$ cat src/rtl/ep_arbiter_pkg.sv
// Shared constants for the TRN transmit-path arbiter: FSM state encodings,
// default sizing and an index-width helper.
package ep_arbiter_pkg;

    typedef enum logic [1:0] {
        ST_IDLE       = 2'd0,
        ST_GRANT      = 2'd1,
        ST_WAIT_DRIVE = 2'd2,
        ST_BUSY       = 2'd3
    } arb_state_e;

    localparam int DEFAULT_NUM_REQ        = 4;
    localparam int DEFAULT_TIMEOUT_CYCLES = 16;

    // Width of a requester index; never zero so a single requester still
    // gets a legal one-bit index.
    function automatic int idx_width(input int n);
        return (n > 1) ? $clog2(n) : 1;
    endfunction

endpackage

$ cat src/rtl/ep_arbiter_if.sv
// Requester-side signals of the TX arbiter, grouped so the arbiter (slave)
// and the requesters (master) share one bundle.
interface ep_arbiter_if
    import ep_arbiter_pkg::*;
#(
    parameter int NUM_REQ = DEFAULT_NUM_REQ
);

    logic [NUM_REQ-1:0] req_ep;
    logic [NUM_REQ-1:0] driving_interface;
    logic [NUM_REQ-1:0] my_turn;
    logic               bus_busy;
    logic               arb_timeout;

    modport master (
        output req_ep,
        output driving_interface,
        input  my_turn,
        input  bus_busy,
        input  arb_timeout
    );

    modport slave (
        input  req_ep,
        input  driving_interface,
        output my_turn,
        output bus_busy,
        output arb_timeout
    );

endinterface

$ cat src/rtl/ep_arbiter_rr_select.sv
// rr_select: combinational rotating priority encoder. Returns the first set
// request bit at or after ptr_i, wrapping from NUM_REQ-1 back to 0.
module ep_arbiter_rr_select
    import ep_arbiter_pkg::*;
#(
    parameter int NUM_REQ = DEFAULT_NUM_REQ,
    parameter int IDX_W   = idx_width(NUM_REQ)
) (
    input  logic [NUM_REQ-1:0] req_i,
    input  logic [IDX_W-1:0]   ptr_i,
    output logic               valid_o,
    output logic [IDX_W-1:0]   index_o
);

    localparam logic [IDX_W:0] NUM_W = (IDX_W + 1)'(NUM_REQ);

    logic [IDX_W-1:0]   cand_idx [NUM_REQ];
    logic [NUM_REQ-1:0] hit;

    // Slot gi of the rotated view holds requester (ptr + gi) mod NUM_REQ.
    genvar gi;
    generate
        for (gi = 0; gi < NUM_REQ; gi++) begin : g_cand
            logic [IDX_W:0] sum;
            assign sum          = {1'b0, ptr_i} + (IDX_W + 1)'(gi);
            assign cand_idx[gi] = (sum >= NUM_W) ? IDX_W'(sum - NUM_W) : sum[IDX_W-1:0];
            assign hit[gi]      = req_i[cand_idx[gi]];
        end
    endgenerate

    always_comb begin
        valid_o = 1'b0;
        index_o = ptr_i;
        for (int i = NUM_REQ - 1; i >= 0; i--) begin
            if (hit[i]) begin
                valid_o = 1'b1;
                index_o = cand_idx[i];
            end
        end
    end

endmodule

$ cat src/rtl/ep_arbiter.sv
// Round-robin owner arbiter for the shared TRN transmit path.
// Optional grant-acceptance watchdog enabled by macro EP_ARBITER_TIMEOUT_EN.
module ep_arbiter
    import ep_arbiter_pkg::*;
#(
    parameter int NUM_REQ        = DEFAULT_NUM_REQ,
    parameter int TIMEOUT_CYCLES = DEFAULT_TIMEOUT_CYCLES
) (
    input  logic         trn_clk,
    input  logic         reset,
    ep_arbiter_if.slave  bus
);

    localparam int             IDX_W = idx_width(NUM_REQ);
    localparam logic [IDX_W:0] NUM_W = (IDX_W + 1)'(NUM_REQ);

    generate
        if (NUM_REQ < 1) begin : g_bad_num_req
            $error("ep_arbiter: NUM_REQ must be at least 1");
        end
        if (TIMEOUT_CYCLES < 1) begin : g_bad_timeout
            $error("ep_arbiter: TIMEOUT_CYCLES must be at least 1");
        end
    endgenerate

    arb_state_e         state_q,    state_d;
    logic [IDX_W-1:0]   owner_q,    owner_d;
    logic [IDX_W-1:0]   rr_ptr_q,   rr_ptr_d;
    logic [NUM_REQ-1:0] my_turn_q,  my_turn_d;
    logic               bus_busy_q, bus_busy_d;

    logic               sel_valid;
    logic [IDX_W-1:0]   sel_index;
    logic               owner_drive;
    logic [IDX_W:0]     owner_inc;
    logic [IDX_W-1:0]   next_ptr;

    ep_arbiter_rr_select #(
        .NUM_REQ (NUM_REQ),
        .IDX_W   (IDX_W)
    ) u_rr_select (
        .req_i   (bus.req_ep),
        .ptr_i   (rr_ptr_q),
        .valid_o (sel_valid),
        .index_o (sel_index)
    );

    // Only the current owner's drive flag matters; all other bits are ignored.
    assign owner_drive = bus.driving_interface[owner_q];
    assign owner_inc   = {1'b0, owner_q} + (IDX_W + 1)'(1);
    assign next_ptr    = (owner_inc == NUM_W) ? '0 : owner_inc[IDX_W-1:0];

`ifdef EP_ARBITER_TIMEOUT_EN
    localparam int CNT_W = $clog2(TIMEOUT_CYCLES + 1);

    logic [CNT_W-1:0] wd_cnt_q, wd_cnt_d;
    logic             arb_timeout_q, arb_timeout_d;
    logic             wd_expired;

    // Counter is zero on entry to WAIT_DRIVE, so expiry lands on the
    // TIMEOUT_CYCLES-th cycle spent waiting.
    assign wd_expired = (wd_cnt_q == CNT_W'(TIMEOUT_CYCLES - 1));
`endif

    always_comb begin
        state_d    = state_q;
        owner_d    = owner_q;
        rr_ptr_d   = rr_ptr_q;
        my_turn_d  = '0;
        bus_busy_d = bus_busy_q;
`ifdef EP_ARBITER_TIMEOUT_EN
        wd_cnt_d      = '0;
        arb_timeout_d = 1'b0;
`endif
        case (state_q)
            ST_IDLE: begin
                if (sel_valid) begin
                    owner_d              = sel_index;
                    my_turn_d[sel_index] = 1'b1;
                    bus_busy_d           = 1'b1;
                    state_d              = ST_GRANT;
                end
            end
            ST_GRANT: begin
                state_d = ST_WAIT_DRIVE;
            end
            ST_WAIT_DRIVE: begin
                if (owner_drive) begin
                    state_d = ST_BUSY;
                end
`ifdef EP_ARBITER_TIMEOUT_EN
                else if (wd_expired) begin
                    arb_timeout_d = 1'b1;
                    bus_busy_d    = 1'b0;
                    rr_ptr_d      = next_ptr;
                    state_d       = ST_IDLE;
                end else begin
                    wd_cnt_d = wd_cnt_q + CNT_W'(1);
                end
`endif
            end
            ST_BUSY: begin
                if (!owner_drive) begin
                    bus_busy_d = 1'b0;
                    rr_ptr_d   = next_ptr;
                    state_d    = ST_IDLE;
                end
            end
            default: begin
                state_d = ST_IDLE;
            end
        endcase
    end

    always_ff @(posedge trn_clk or posedge reset) begin
        if (reset) begin
            state_q    <= ST_IDLE;
            owner_q    <= '0;
            rr_ptr_q   <= '0;
            my_turn_q  <= '0;
            bus_busy_q <= 1'b0;
        end else begin
            state_q    <= state_d;
            owner_q    <= owner_d;
            rr_ptr_q   <= rr_ptr_d;
            my_turn_q  <= my_turn_d;
            bus_busy_q <= bus_busy_d;
        end
    end

`ifdef EP_ARBITER_TIMEOUT_EN
    always_ff @(posedge trn_clk or posedge reset) begin
        if (reset) begin
            wd_cnt_q      <= '0;
            arb_timeout_q <= 1'b0;
        end else begin
            wd_cnt_q      <= wd_cnt_d;
            arb_timeout_q <= arb_timeout_d;
        end
    end

    assign bus.arb_timeout = arb_timeout_q;
`else
    assign bus.arb_timeout = 1'b0;
`endif

    assign bus.my_turn  = my_turn_q;
    assign bus.bus_busy = bus_busy_q;

endmodule

$ cat src/flat_wrapper.sv
// flat-port wrapper written by rule: the top's interface ports become plain ports
module ep_arbiter_flat import ep_arbiter_pkg::*;
#(
    parameter int NUM_REQ        = DEFAULT_NUM_REQ,
    parameter int TIMEOUT_CYCLES = DEFAULT_TIMEOUT_CYCLES
)
  (trn_clk, reset, bus_req_ep, bus_driving_interface, bus_my_turn, bus_bus_busy, bus_arb_timeout);
  ep_arbiter_if #(.NUM_REQ(NUM_REQ)) bus_i ();
  input  logic trn_clk;
  input  logic reset;
  input wire logic [$bits(bus_i.req_ep)-1:0] bus_req_ep;
  input wire logic [$bits(bus_i.driving_interface)-1:0] bus_driving_interface;
  output wire logic [$bits(bus_i.my_turn)-1:0] bus_my_turn;
  output wire logic [$bits(bus_i.bus_busy)-1:0] bus_bus_busy;
  output wire logic [$bits(bus_i.arb_timeout)-1:0] bus_arb_timeout;
  assign bus_i.req_ep = bus_req_ep;
  assign bus_i.driving_interface = bus_driving_interface;
  assign bus_my_turn = bus_i.my_turn;
  assign bus_bus_busy = bus_i.bus_busy;
  assign bus_arb_timeout = bus_i.arb_timeout;
  ep_arbiter #(.NUM_REQ(NUM_REQ), .TIMEOUT_CYCLES(TIMEOUT_CYCLES)) u_core (.trn_clk(trn_clk), .reset(reset), .bus(bus_i));
endmodule
$ cat config.mk
export PLATFORM = sky130hd
export DESIGN_NAME = ep_arbiter_flat
export DESIGN_NICKNAME = d
export VERILOG_FILES = /design/src/rtl/ep_arbiter_pkg.sv /design/src/rtl/ep_arbiter_if.sv /design/src/rtl/ep_arbiter_rr_select.sv /design/src/rtl/ep_arbiter.sv /design/src/flat_wrapper.sv
export SDC_FILE = /design/constraint.sdc
export NUM_CORES = 1
export LEC_CHECK = 0
export CAP_MARGIN = 20
export CORE_MARGIN = 3
export CORE_UTILIZATION = 46
export DETAILED_ROUTE_END_ITERATION = 10
export PLACE_DENSITY = 0.75
export SYNTH_ARGS = -nofsm -noshare
export SYNTH_HDL_FRONTEND = slang
export SYNTH_SLANG_ARGS = --single-unit
$ cat constraint.sdc
create_clock -name trn_clk -period 2.1 [get_ports trn_clk]
set_clock_uncertainty 0.2 [all_clocks]
set_input_delay 0.525 -clock trn_clk [delete_from_list [all_inputs] [get_ports trn_clk]]
set_output_delay 0.525 -clock trn_clk [all_outputs]
set_load 0.1 [all_outputs]
==> reports/results.tsv <==
metric	value	unit
outcome	completed	
clk-insertion-delay-late	0.26	ns
synthToLayoutAreaGrowth	46.2	%
die_w	43.5	um
grt_usage	0.169	
ant_nets	0	
path_cells	clkdlybuf4s50_1, nor4_1, buf_4, a22o_1, a21oi_2, mux2_4	
synth_edf_count	0	
ios	16	
dp.final_hpwl	1130	um
routed_wirelength	1390	um
syn_inst	62	
synth.most_common_cell	dfrtp_1	
hold_violations	0	
place.gp.congestion	0.881	
critPathBufInv	2	
r2r_start	u_core.owner_q[0]$_DFFE_PP0P_	
dp.cells	98	
grt_pass1_wl	2290	um
start_util	0.532	
rsz0062_at_grt	false	
cp_slowest_stage_delay	0.42	ns
antenna_found_initial	0	
cp-end-kind	flip-flop	
grt_pass1_vias	535	
num_vias	556	
maxCapViolations	0	
first_pass_iters	5	
cts.root.buffer_cell	clkbuf_4	
cts_buffer_depth	2	
numPortBuffers	14	
cp-startpoint	bus_req_ep[1]	
netlist_area	647	um^2
finalMaxSlewViolations	0	
rrSetupSlack	0.10	ns
core	1220	um^2
syn_area_per_cell	10.4	um^2
yosysSeqAreaShare	0.426	
core.rowCount	12	
ys_seq_elements	11	
cts_buffers	3	
crit_path_top_delay_cell	clkdlybuf4s50_1	
cp-start-kind	input port	
async_flop_share	1.00	
ir_drop	847	uV
avgViaCountPerCell	5.45	
die_y	43.5	um
synth_nets	77	
min_from	u_core.state_q[0]$_DFFE_PP0P_	
grt_start_max_net_pins	12	
synthTopCellsByCount	dfrtp_1, ha_1, inv_1, nand2b_1, a21oi_1	
gr-total-overflow	0	
tritoncts	done	
ys.warnings.count	0	
total_power	1.35	mW
yosysTopAreaCell	dfrtp_1	
drive_gt1_frac	0.273	
power.density	1430	nW/um^2
netlist.area_leader.share	0.426	
max_freq	489	MHz
finalCritPeriodShare	0.974	
cts_hold_buf	0	
hp-class	flip-flop to flip-flop	
clock_sinks	11	
die_area	1890	um^2
drtIter0Drc	15	
fillCellCount	77	
synthTopCellsByArea	dfrtp_1, ha_1, nand2b_1, mux2_2, mux4_2	
stdcell_count	102	
p_leak	0.458	nW
arrival	2.00	ns
setup_viol	0	
fin_crit	2.05	ns
layout.nets	104	
cpLargestDelayFamily	buffers and inverters	
crit_type	input port to flip-flop	
crit_path_max_fanout	3	
htree_num_levels	1	
drc	0	
clk_pin_slew	0.06	ns
netlist-cell-type-count	27	
n_antenna_cell	0	
wire_per_inst	13.6	um
synth_flop_cell	dfrtp_1	
critPathRequiredTime	2.05	ns
final_util	0.778	
per-layer routing:
metal | track usage | share of wire | wire [um] | up-vias
met3 | 0.0747 | 0.057 | 79 | 2
met5 | 0 | 0 | 0 | -
met4 | 0.0482 | 0.0036 | 5 | 0
li1 | - | - | - | 272
met2 | 0.283 | 0.49 | 686 | 16
met1 | 0.195 | 0.44 | 616 | 266
per-stage QoR:
stage          setup slack, ns  TNS (ns)  instance area, um^2  hold WS (ns)
2_1_floorplan            0.131         0                  647         0.177
3_3_place_gp            -0.281     -1.29                  915         0.317
3_5_place_dp            -0.331     -1.62                  915         0.329
4_1_cts                 0.0643         0                  940         0.343
5_1_grt                 0.0470         0                  946         0.364
6_report                0.0542         0                  946         0.336
what timing repair did:
action,CTS,global route
buffers inserted,0,0
setup endpoints to repair,1,2
pin swaps,1,0
gates resized for setup,5,1
cloned,0,0
cell families (layout without fill, tap and decap cells):
kind of cell	Yosys count	in the layout	share of synthesized area
fa+ha+maj	5	5	0.0967
mux	4	4	0.0870
simple gates	18	18	0.157
other cells	1	1	0.00580
flops	11	11	0.426
buf+inv	6	32	0.0406
compound gates	17	17	0.188
cell usage in the layout (no fill, tap or decap), types with 2 or more instances in the layout:
cell and instances:
a21oi_1 4, nand2_1 2, and2_1 3, ha_1 5, o31ai_1 3, o22a_1 2, clkdlybuf4s50_1 5, dfrtp_1 11
dlygate4sd2_1 4, buf_4 9, clkbuf_4 3, mux2_2 2, nand2b_1 5, buf_12 5, nor2_1 3, inv_1 5
flip-flops by register name, summed over array words and instances (netlist names):
name,flops
u_core.bus.my_turn,4
u_core.bus.bus_busy,1
u_core.owner_q,2
u_core.rr_ptr_q,2
u_core.state_q,2
worst paths after layout:
kind                       cells after the start                         endpoint
max                                            6    u_core.state_q[1]$_DFFE_PP0P_
min                                            1    u_core.state_q[0]$_DFFE_PP0P_
max reg2reg                                    4    u_core.state_q[1]$_DFFE_PP0P_
min reg2reg                                    1    u_core.state_q[0]$_DFFE_PP0P_
max in group asynchronous                      2   u_core.rr_ptr_q[1]$_DFFE_PP0P_
min in group asynchronous                      2  u_core.bus.bus_busy$_DFFE_PP0P_
worst reg2reg max path, stage by stage (launching register included):
cell     delay [ns]
dfrtp_1        0.43
mux4_2         0.54
a22o_1         0.25
a21oi_2        0.17
mux2_4         0.31
power by group:
group / total, mW / leakage (nW) / internal, mW / switching, mW
clock network: 0.137 / 0.0150 / 0.0734 / 0.0638
registers: 0.390 / 0.137 / 0.300 / 0.0899
logic: 0.827 / 0.305 / 0.381 / 0.446
final cells by class:
class	instances	area [um^2]	share of cell area
multi-input cells	45	355	0.376
flip-flops and latches	11	275	0.291
clock buffers	4	26.3	0.0278
repair buffers	23	253	0.267
inverters	5	18.8	0.0198
well taps	14	17.5	0.0185
Note: power is estimated with default switching activity, not from simulation.
